File: config.mk
export PLATFORM = sky130hd
export DESIGN_NAME = sprite_draw_arbiter
export DESIGN_NICKNAME = d
export VERILOG_FILES = /design/src/rtl/sprite_draw_pkg.sv /design/src/rtl/sprite_draw_arbiter_rr.sv /design/src/rtl/sprite_draw_arbiter.sv
export SDC_FILE = /design/constraint.sdc
export NUM_CORES = 1
export LEC_CHECK = 0
export ABC_AREA = 1
export CAP_MARGIN = 20
export CORE_UTILIZATION = 24
export CTS_CLUSTER_SIZE = 25
export DETAILED_ROUTE_END_ITERATION = 10
export PLACE_DENSITY = 0.5
export SLEW_MARGIN = 10
export SYNTH_ARGS = -nofsm -noshare
export SYNTH_HDL_FRONTEND = slang
export SYNTH_HIERARCHICAL = 1
export SYNTH_SLANG_ARGS = --single-unit
export TNS_END_PERCENT = 1
File: constraint.sdc
create_clock -name clk -period 3.3 [get_ports clk]
set_input_delay 0.99 -clock clk [delete_from_list [all_inputs] [get_ports clk]]
set_output_delay 0.99 -clock clk [all_outputs]
set_load 0.02 [all_outputs]
File: src/rtl/sprite_draw_pkg.sv
// Shared encodings for the sprite draw arbiter: FSM states, default sprite
// dimensions and requester slot indices.
package sprite_draw_pkg;

  typedef enum logic [1:0] {
    IDLE = 2'd0,
    DRAW = 2'd1,
    DONE = 2'd2
  } state_t;

  localparam int unsigned SPR_W_DEF = 2;
  localparam int unsigned SPR_H_DEF = 3;

  typedef enum int unsigned {
    REQ_PLAYER = 0,
    REQ_ENEMY  = 1,
    REQ_BULLET = 2
  } req_idx_t;

endpackage

File: src/rtl/sprite_draw_arbiter_rr.sv
// Combinational rotating-priority select: first set request at or above
// rr_ptr, wrapping around.
module rr_arbiter #(
  parameter int unsigned N_REQ = 3,
  parameter int unsigned PTR_W = (N_REQ > 1) ? $clog2(N_REQ) : 1
) (
  input  logic [N_REQ-1:0] req,
  input  logic [PTR_W-1:0] rr_ptr,
  output logic [N_REQ-1:0] winner,
  output logic             valid
);

  int unsigned      sum;
  logic [PTR_W-1:0] idx;

  always_comb begin
    winner = '0;
    valid  = 1'b0;
    sum    = 0;
    idx    = '0;
    for (int unsigned i = 0; i < N_REQ; i++) begin
      sum = 32'(rr_ptr) + i;
      if (sum >= N_REQ) sum = sum - N_REQ;
      idx = PTR_W'(sum);
      if (!valid && req[idx]) begin
        winner[idx] = 1'b1;
        valid       = 1'b1;
      end
    end
  end

endmodule

File: src/rtl/sprite_draw_arbiter.sv
// Shares the VGA pixel-write port between sprite requesters: round-robin
// grant, then walks the granted sprite in raster order, one pixel per clock.
module sprite_draw_arbiter
  import sprite_draw_pkg::*;
#(
  parameter int unsigned N_REQ = 3,
  parameter int unsigned X_W   = 8,
  parameter int unsigned Y_W   = 7,
  parameter int unsigned COL_W = 3,
  parameter int unsigned SPR_W = SPR_W_DEF,
  parameter int unsigned SPR_H = SPR_H_DEF
) (
  input  logic                   clk,
  input  logic                   reset_n,
  input  logic [N_REQ-1:0]       req,
  input  logic [N_REQ*X_W-1:0]   req_x,
  input  logic [N_REQ*Y_W-1:0]   req_y,
  input  logic [N_REQ*COL_W-1:0] req_colour,
  output logic [N_REQ-1:0]       grant,
  output logic [N_REQ-1:0]       done,
  output logic                   busy,
  output logic [X_W-1:0]         vga_x,
  output logic [Y_W-1:0]         vga_y,
  output logic [COL_W-1:0]       vga_colour,
  output logic                   vga_plot
);

  localparam int unsigned PTR_W = (N_REQ > 1) ? $clog2(N_REQ) : 1;
  localparam int unsigned OX_W  = (SPR_W > 1) ? $clog2(SPR_W) : 1;
  localparam int unsigned OY_W  = (SPR_H > 1) ? $clog2(SPR_H) : 1;

  state_t             state, state_nxt;
  logic [PTR_W-1:0]   rr_ptr, rr_ptr_nxt, win_idx, win_idx_nxt, arb_idx;
  logic [N_REQ-1:0]   arb_win, win_oh, win_oh_nxt, grant_nxt, done_nxt;
  logic               arb_valid, busy_nxt, plot_nxt;
  logic [OX_W-1:0]    ox, ox_nxt;
  logic [OY_W-1:0]    oy, oy_nxt;
  logic [X_W-1:0]     base_x, base_x_nxt, vga_x_nxt;
  logic [Y_W-1:0]     base_y, base_y_nxt, vga_y_nxt;
  logic [COL_W-1:0]   colour_nxt;

  rr_arbiter #(
    .N_REQ (N_REQ),
    .PTR_W (PTR_W)
  ) u_rr (
    .req    (req),
    .rr_ptr (rr_ptr),
    .winner (arb_win),
    .valid  (arb_valid)
  );

  always_comb begin
    arb_idx = '0;
    for (int unsigned i = 0; i < N_REQ; i++)
      if (arb_win[i]) arb_idx = PTR_W'(i);
  end

  // Output registers hold the pixel currently on the bus, so ox/oy track that
  // pixel and the next one is computed from them.
  always_comb begin
    state_nxt   = state;
    rr_ptr_nxt  = rr_ptr;
    win_idx_nxt = win_idx;
    win_oh_nxt  = win_oh;
    ox_nxt      = ox;
    oy_nxt      = oy;
    base_x_nxt  = base_x;
    base_y_nxt  = base_y;
    grant_nxt   = '0;
    done_nxt    = '0;
    plot_nxt    = 1'b0;
    vga_x_nxt   = vga_x;
    vga_y_nxt   = vga_y;
    colour_nxt  = vga_colour;
    case (state)
      IDLE: begin
        if (arb_valid) begin
          state_nxt   = DRAW;
          win_idx_nxt = arb_idx;
          win_oh_nxt  = arb_win;
          grant_nxt   = arb_win;
          base_x_nxt  = req_x[arb_idx*X_W +: X_W];
          base_y_nxt  = req_y[arb_idx*Y_W +: Y_W];
          colour_nxt  = req_colour[arb_idx*COL_W +: COL_W];
          ox_nxt      = '0;
          oy_nxt      = '0;
          plot_nxt    = 1'b1;
          vga_x_nxt   = base_x_nxt;
          vga_y_nxt   = base_y_nxt;
        end
      end
      DRAW: begin
        if (ox == OX_W'(SPR_W - 1) && oy == OY_W'(SPR_H - 1)) begin
          state_nxt  = DONE;
          done_nxt   = win_oh;
          rr_ptr_nxt = (win_idx == PTR_W'(N_REQ - 1)) ? '0 : win_idx + 1'b1;
        end else begin
          plot_nxt = 1'b1;
          if (ox == OX_W'(SPR_W - 1)) begin
            ox_nxt = '0;
            oy_nxt = oy + 1'b1;
          end else begin
            ox_nxt = ox + 1'b1;
          end
          vga_x_nxt = base_x + X_W'(ox_nxt);
          vga_y_nxt = base_y + Y_W'(oy_nxt);
        end
      end
      DONE:    state_nxt = IDLE;
      default: state_nxt = IDLE;
    endcase
    busy_nxt = (state_nxt != IDLE);
  end

  always_ff @(posedge clk or negedge reset_n) begin
    if (!reset_n) begin
      state      <= IDLE;
      rr_ptr     <= '0;
      win_idx    <= '0;
      win_oh     <= '0;
      ox         <= '0;
      oy         <= '0;
      base_x     <= '0;
      base_y     <= '0;
      grant      <= '0;
      done       <= '0;
      busy       <= 1'b0;
      vga_plot   <= 1'b0;
      vga_x      <= '0;
      vga_y      <= '0;
      vga_colour <= '0;
    end else begin
      state      <= state_nxt;
      rr_ptr     <= rr_ptr_nxt;
      win_idx    <= win_idx_nxt;
      win_oh     <= win_oh_nxt;
      ox         <= ox_nxt;
      oy         <= oy_nxt;
      base_x     <= base_x_nxt;
      base_y     <= base_y_nxt;
      grant      <= grant_nxt;
      done       <= done_nxt;
      busy       <= busy_nxt;
      vga_plot   <= plot_nxt;
      vga_x      <= vga_x_nxt;
      vga_y      <= vga_y_nxt;
      vga_colour <= colour_nxt;
    end
  end

endmodule

After elaboration in Yosys (flattened, before gate mapping)
Cells that the tools add are included.

storage, ports and cells
  register bits = 53
  input port bits = 59
  output and inout port bits = 26
  word-level logic and storage cells = 112

cells by class
  add/sub/neg operators = 10
  $mul = 2
  order comparisons = 9
  equal/unequal tests = 5
  shift operators = 3
  multiplexer cells = 52
  bitwise operators = 2
  reductions and logical operators = 14

operators with widths
  operator             number
  $mux 2               12
  $shiftx 24x6->8      1
  $mux 3               7
  $shiftx 21x6->7      1
  $mux 1               17
  $mux 8               2
  $pmux 8 s2           1
  $mux 7               2
  $pmux 7 s2           1
  $lt 2x3->1 const B   3
  $shiftx 9x5->3       1
  $add 8x1->8          1
  $pmux 2 s2           2
  $add 7x2->7          1
  $bmux 1 s2           3
  $demux 1 s2          3
  $ge 2x1->1 const B   3
  $ge 3x2->1 const B   2
  $logic_and 1x1->1    6
  $or 3x3->3           2
  $sub 2x2->2 const B  3
  $mul 2x3->5 const B  1
  $add 2x1->2 const B  2
  $eq 2x2->1 const B   2
  other kinds (13)     18

Longest topological paths before layout
  word-level depth = 17
  gate-level depth with buffers = 17
  gate-level depth less buffers = 17

Cells and area by module
The synthesis kept the hierarchy.

modules (own cells, without submodules)
  module               instances  cells an instance  area an instance (sq um)  seq. area each (sq um)
  sprite_draw_arbiter  1          378                2837.7                    1301.2
  rr_arbiter           1          50                 276.5                     0.0

Worst setup path after synthesis
Ideal clock, no wire load.

  path kind = in2reg
  start point = input req[1]
  end point = register vga_x[7]
  setup time = 116 ps
  data arrival time = 2135 ps
  required time = 3184 ps
  slack = 1048 ps
  stages on the path = 14
  buffers on the path = 1
  cell sequence = inv_1 nand2_1 nand3_1 nand2_2 nor2_2 nand3_1 nand2_1 inv_1 buf_2 or2_2 nand2_1 a21oi_1 nand2_1 nand2_1

between the ends
  elaborated cells between the ends (all ways) = 25
  those cells by class = 1 x eq/ne; 1 x shift; 16 x mux; 2 x bitwise; 5 x reduce/logical

RTL lines
  element                       line                          source
  start: declaration            sprite_draw_arbiter.sv:15     input logic [N_REQ-1:0] req,
  $bmux 1 s2                    sprite_draw_arbiter_rr.sv:25  if (!valid && req[idx]) begin
  $mux 1 (not written as such)  sprite_draw_arbiter_rr.sv:25
  $mux 1                        sprite_draw_arbiter_rr.sv:25
  $logic_not 1->1               sprite_draw_arbiter_rr.sv:25
  $logic_and 1x1->1             sprite_draw_arbiter_rr.sv:25
  $mux 1                        sprite_draw_arbiter_rr.sv:25
  $logic_not 1->1               sprite_draw_arbiter_rr.sv:25
  $logic_and 1x1->1             sprite_draw_arbiter_rr.sv:25
  $mux 3 *                      sprite_draw_arbiter_rr.sv:25
  $mux 2 *                      sprite_draw_arbiter.sv:55     if (arb_win[i]) arb_idx = PTR_W'(i);
  via arb_idx[1]                sprite_draw_arbiter.sv:33     logic [PTR_W-1:0] rr_ptr, rr_ptr_nxt, win_idx, win_idx_nxt, arb_idx;
  $shiftx 24x6->8 *             sprite_draw_arbiter.sv:82     base_x_nxt = req_x[arb_idx*X_W +: X_W];
  $mux 8 *                      sprite_draw_arbiter.sv:77     if (arb_valid) begin
  $pmux 8 s2 *                  sprite_draw_arbiter.sv:75     case (state)
  end signal: assignment        sprite_draw_arbiter.sv:145    vga_x <= vga_x_nxt;
  end: declaration              sprite_draw_arbiter.sv:22     output logic [X_W-1:0] vga_x,

Mark *: on every way through the listed nets, which the timed path passes. The rest lies on a longest branch. The select of a mux whose other input is x is not followed.
A chain may end at the register's enable or synchronous reset.

Final worst setup path
  start point = input req[2]
  end point = register vga_x[3]

between the ends
  longest elaborated chain between the ends = 14
  elaborated cells between the ends (all ways) = 25
  those cells by class = 1 x eq/ne; 1 x shift; 16 x mux; 2 x bitwise; 5 x reduce/logical

ends and longest elaborated chain
  element                       line                          source
  $bmux 1 s2                    sprite_draw_arbiter_rr.sv:25
  $mux 1 (not written as such)  sprite_draw_arbiter_rr.sv:25
  $mux 1                        sprite_draw_arbiter_rr.sv:25
  $logic_not 1->1               sprite_draw_arbiter_rr.sv:25
  $logic_and 1x1->1             sprite_draw_arbiter_rr.sv:25
  $mux 1                        sprite_draw_arbiter_rr.sv:25
  $logic_not 1->1               sprite_draw_arbiter_rr.sv:25
  $logic_and 1x1->1             sprite_draw_arbiter_rr.sv:25
  $mux 3 *                      sprite_draw_arbiter_rr.sv:25
  via arb_win[1]                sprite_draw_arbiter.sv:34     logic [N_REQ-1:0] arb_win, win_oh, win_oh_nxt, grant_nxt, done_nxt;
  $mux 1 *                      sprite_draw_arbiter.sv:55
  $mux 2 *                      sprite_draw_arbiter.sv:55
  $shiftx 24x6->8 *             sprite_draw_arbiter.sv:82
  $mux 8 *                      sprite_draw_arbiter.sv:77
  $pmux 8 s2 *                  sprite_draw_arbiter.sv:75

Marks and branches as above.

==> results.txt <==
- At the pin with the least slew margin, the transition time is 0.835 ns.
* Number of cells on the critical path: 13
* Final hold viol count: 0
- Avg Vias per Cell: 4.40
- Insertion delay to the later sink of the worst-skew pair: 0.29 ns
- Port-buffer cells: 84
* Router iterations before antenna repair: 4
- After clock tree synthesis, the flow added hold-fix buffers numbering 0.
- Commonest non-fill, non-tap cell in the layout: nand2_1
* Drt first-iter violations: 220
- For this block, the via count after detailed routing is 3,017.
- Total area of multi-input combinational cells: 0.00154 mm2
* Most frequent cell on the critical path: nand2_1
* Worst clock skew: 0.00751 ns
* Commonest cells after routing, fill and taps aside: nand2_1 (124), clkdlybuf4s50_1 (83), nor2_1 (60)
* Type of the setup path with the least slack: primary input to flip-flop
- Drt wl/cell: 13.8 um
* Setup_tns: 0 ns
* Last weighted congestion value of the routability-driven placer: 0.803
- Worst Path Buf+Inv: 3
- After synthesis, the mean cell area works out to 7.28 um2.
- Detailed Route WL: 9420 um
- Along the worst hold path, the cell count comes to 1.
* Clock tree sinks: 52
- Setup repair after global routing missed its margin: false
- For the worst setup path, the data arrival time is 2.90 ns.
- Measured against its own limit, the worst slew margin works out to 44.2%.
- The run finished with clean final reports.
- Fill cells in the final layout number 1,392.
- The number of antenna violations at the first check in global routing came to 0.
* Share of post-route cells with drive strength above 1: 7.21%
- Nets: 581
- Summing internal, switching and leakage power gives 4.95 mW.
- Area growth from synthesis to layout: 38.0%
* Area of the die: 0.0134 mm2
* Grt ovf: 0
- Detailed placement finished with a half-perimeter wire length of 6980 um.
- The path class of the tightest hold or removal check is flip-flop to flip-flop.
- The floorplan has 41 rows.
- Data required time at the worst endpoint: 3.49 ns
- Number of instances resized during post-cts repair: 0
* Count of final max-slew check failures: 0
- Share of async-settable or async-resettable flops after synthesis: 100%
- Critical path launch point type: primary input
- STA classifies the critical path endpoint as a flip-flop.
* Final setup violation count: 0
- Chip width: 116 um
* Max VDD drop: 326 uV
* First-pass GRT wire length: 15,600 um
- Cts bufs inserted: 5
* Count of flip-flops with a built-in enable after synthesis: 0
- Synthesized area: 0.00311 mm2
- Power per cell area: 1150 mW/mm2
* Distinct cell type count after synthesis: 29
* DR DRC count: 0
- Ordered cell list for the critical path: clkdlybuf4s50_1 -> nand2_1 -> nand2_1 -> nand2_1 -> nor2_2 -> nand2_1 -> nand3_1 -> inv_1 -> buf_4 -> o21ai_0 -> nand3_1 -> nand3_1 -> nand2_1
- Clock Path Buffers: 2
- Die height: 116 um
- Among cell families on the critical path, the largest total delay comes from simple AND/OR/NAND/NOR gates.
* Count of antenna diodes in the layout: 0
- Along the worst path, the maximum fanout reaches 14.
- Once the floorplan was initialized, standard cells occupied 24.7% of the core.
- Entering global routing, the biggest net connects 53 pins.
- Stage delay of the slowest cell on the critical path: 0.55 ns
- The via count of the first global-routing pass was 3,060.
- Grt met1 use: 19.6%
- met2 is the most crowded layer.
- The tree is rooted in a clkbuf_16.
- The routed design could run at a clock period as short as 2.71 ns.
- Post-CTS setup buffer count: 0
* Count of state elements after synthesis: 52
- TritonCTS built the clock tree.
- For the worst flop-to-flop path, the logic depth is 15.
* Top Ports: 85
* Slowest cell on the critical path: clkdlybuf4s50_1
- Global-route met2 utilization: 26.0%
* Leak pwr: 2.01 nW
* Post-Synthesis Cells: 428
* Overall global routing resource usage: 15.0%
- Share of the clock period used by the worst path: 82.2%
* Synth warn: 6
- # H-tree levels: 2
* ANT nets after route: 0
- Count of maximum capacitance violations: 0
* Post-Syn Nets: 497
- In the global route stage, met3 resource usage came out at 2.25%.
- Sequential elements use 41.8% of the synthesized area.
* Upper clock frequency limit: 0.369 GHz
* Top flip-flop cell by instance count after synthesis: dfrtp_1
- After clock tree synthesis, the clock-pin slew on the worst setup and hold paths is 0.07 ns.
- Flip-flop and latch area: 0.00130 mm2
- Core region area: 0.0126 mm2
[flip-flops by register name (all words and copies together) (netlist names)]
signal / cells
base_x: 8
vga_x: 8
base_y: 7
vga_y: 7
done: 3
grant: 3
vga_colour: 3
oy: 2
rr_ptr: 2
state: 2
win_idx: 2
win_oh: 2
busy: 1
ox: 1
vga_plot: 1
[final timing paths]
check / from / endpoint / slack (ns)
worst min-delay path: win_idx[0] / rr_ptr[0] / 0.47
worst max-delay path: req[2] / vga_x[3] / 0.59
worst min register to register: win_idx[0] / rr_ptr[0] / 0.47
worst max register to register: rr_ptr[0] / vga_x[3] / 0.82
min in group asynchronous: reset_n / vga_y[4] / 0.82
max in group asynchronous: reset_n / base_y[5] / 2.01
[through the flow]
stage               cell area, um2  setup WS (ns)  cells  hold slack (ns)  util (%)
floorplan                     3110           1.05    428            0.434         -
global placement              4150          0.350    677            0.448      32.9
detailed placement            4150          0.302    677            0.468      32.9
CTS                           4300          0.601    685            0.478      34.1
global route                  4300          0.415    685            0.501      34.1
finish                        4300          0.587    685            0.474      34.1
[metal layers]
layer  up-vias  wire [um]
met5         -          0
met4         0        100
met3        10        432
met2        91       4580
met1      1370       4300
li1       1546          -
[synthesized netlist by cell type (all sizes together) (2+ instances only)]
library cell / instances / area (um2)
nand3b: 2 / 15.0
dfrtp: 52 / 1300
o21ai: 22 / 110
or2: 2 / 12.5
ha: 9 / 113
o31ai: 2 / 15.0
a21oi: 10 / 50.1
nand2: 131 / 524
nand3: 55 / 293
buf: 17 / 114
nand4: 2 / 12.5
nor2: 63 / 258
a31oi: 13 / 81.3
inv: 42 / 158
o21bai: 2 / 15.0
[power breakdown]
part / internal [mW] / leakage [nW] / switching, mW
Sequential: 0.945 / 0.620 / 0.216
Combinational: 1.25 / 1.32 / 2.02
Clock: 0.303 / 0.0712 / 0.226
Total: 2.50 / 2.01 / 2.46
[final cells by class]
| type | count | share of cell area [%] |
|---|---|---|
| multi-input cells | 317 | 35.9 |
| repair buffers | 94 | 21.8 |
| well taps | 172 | 5.01 |
| flip-flops and latches | 52 | 30.3 |
| clock buffers | 8 | 3.41 |
| inverters | 42 | 3.67 |
[logic make-up after synthesis]
family	share of synthesized area, %
fa+ha+maj	4.26
buf+inv	8.72
simple gates	35.8
flops	41.8
xor+xnor	0.281
compound gates	9.16
Power figures use the tool's default switching activity.
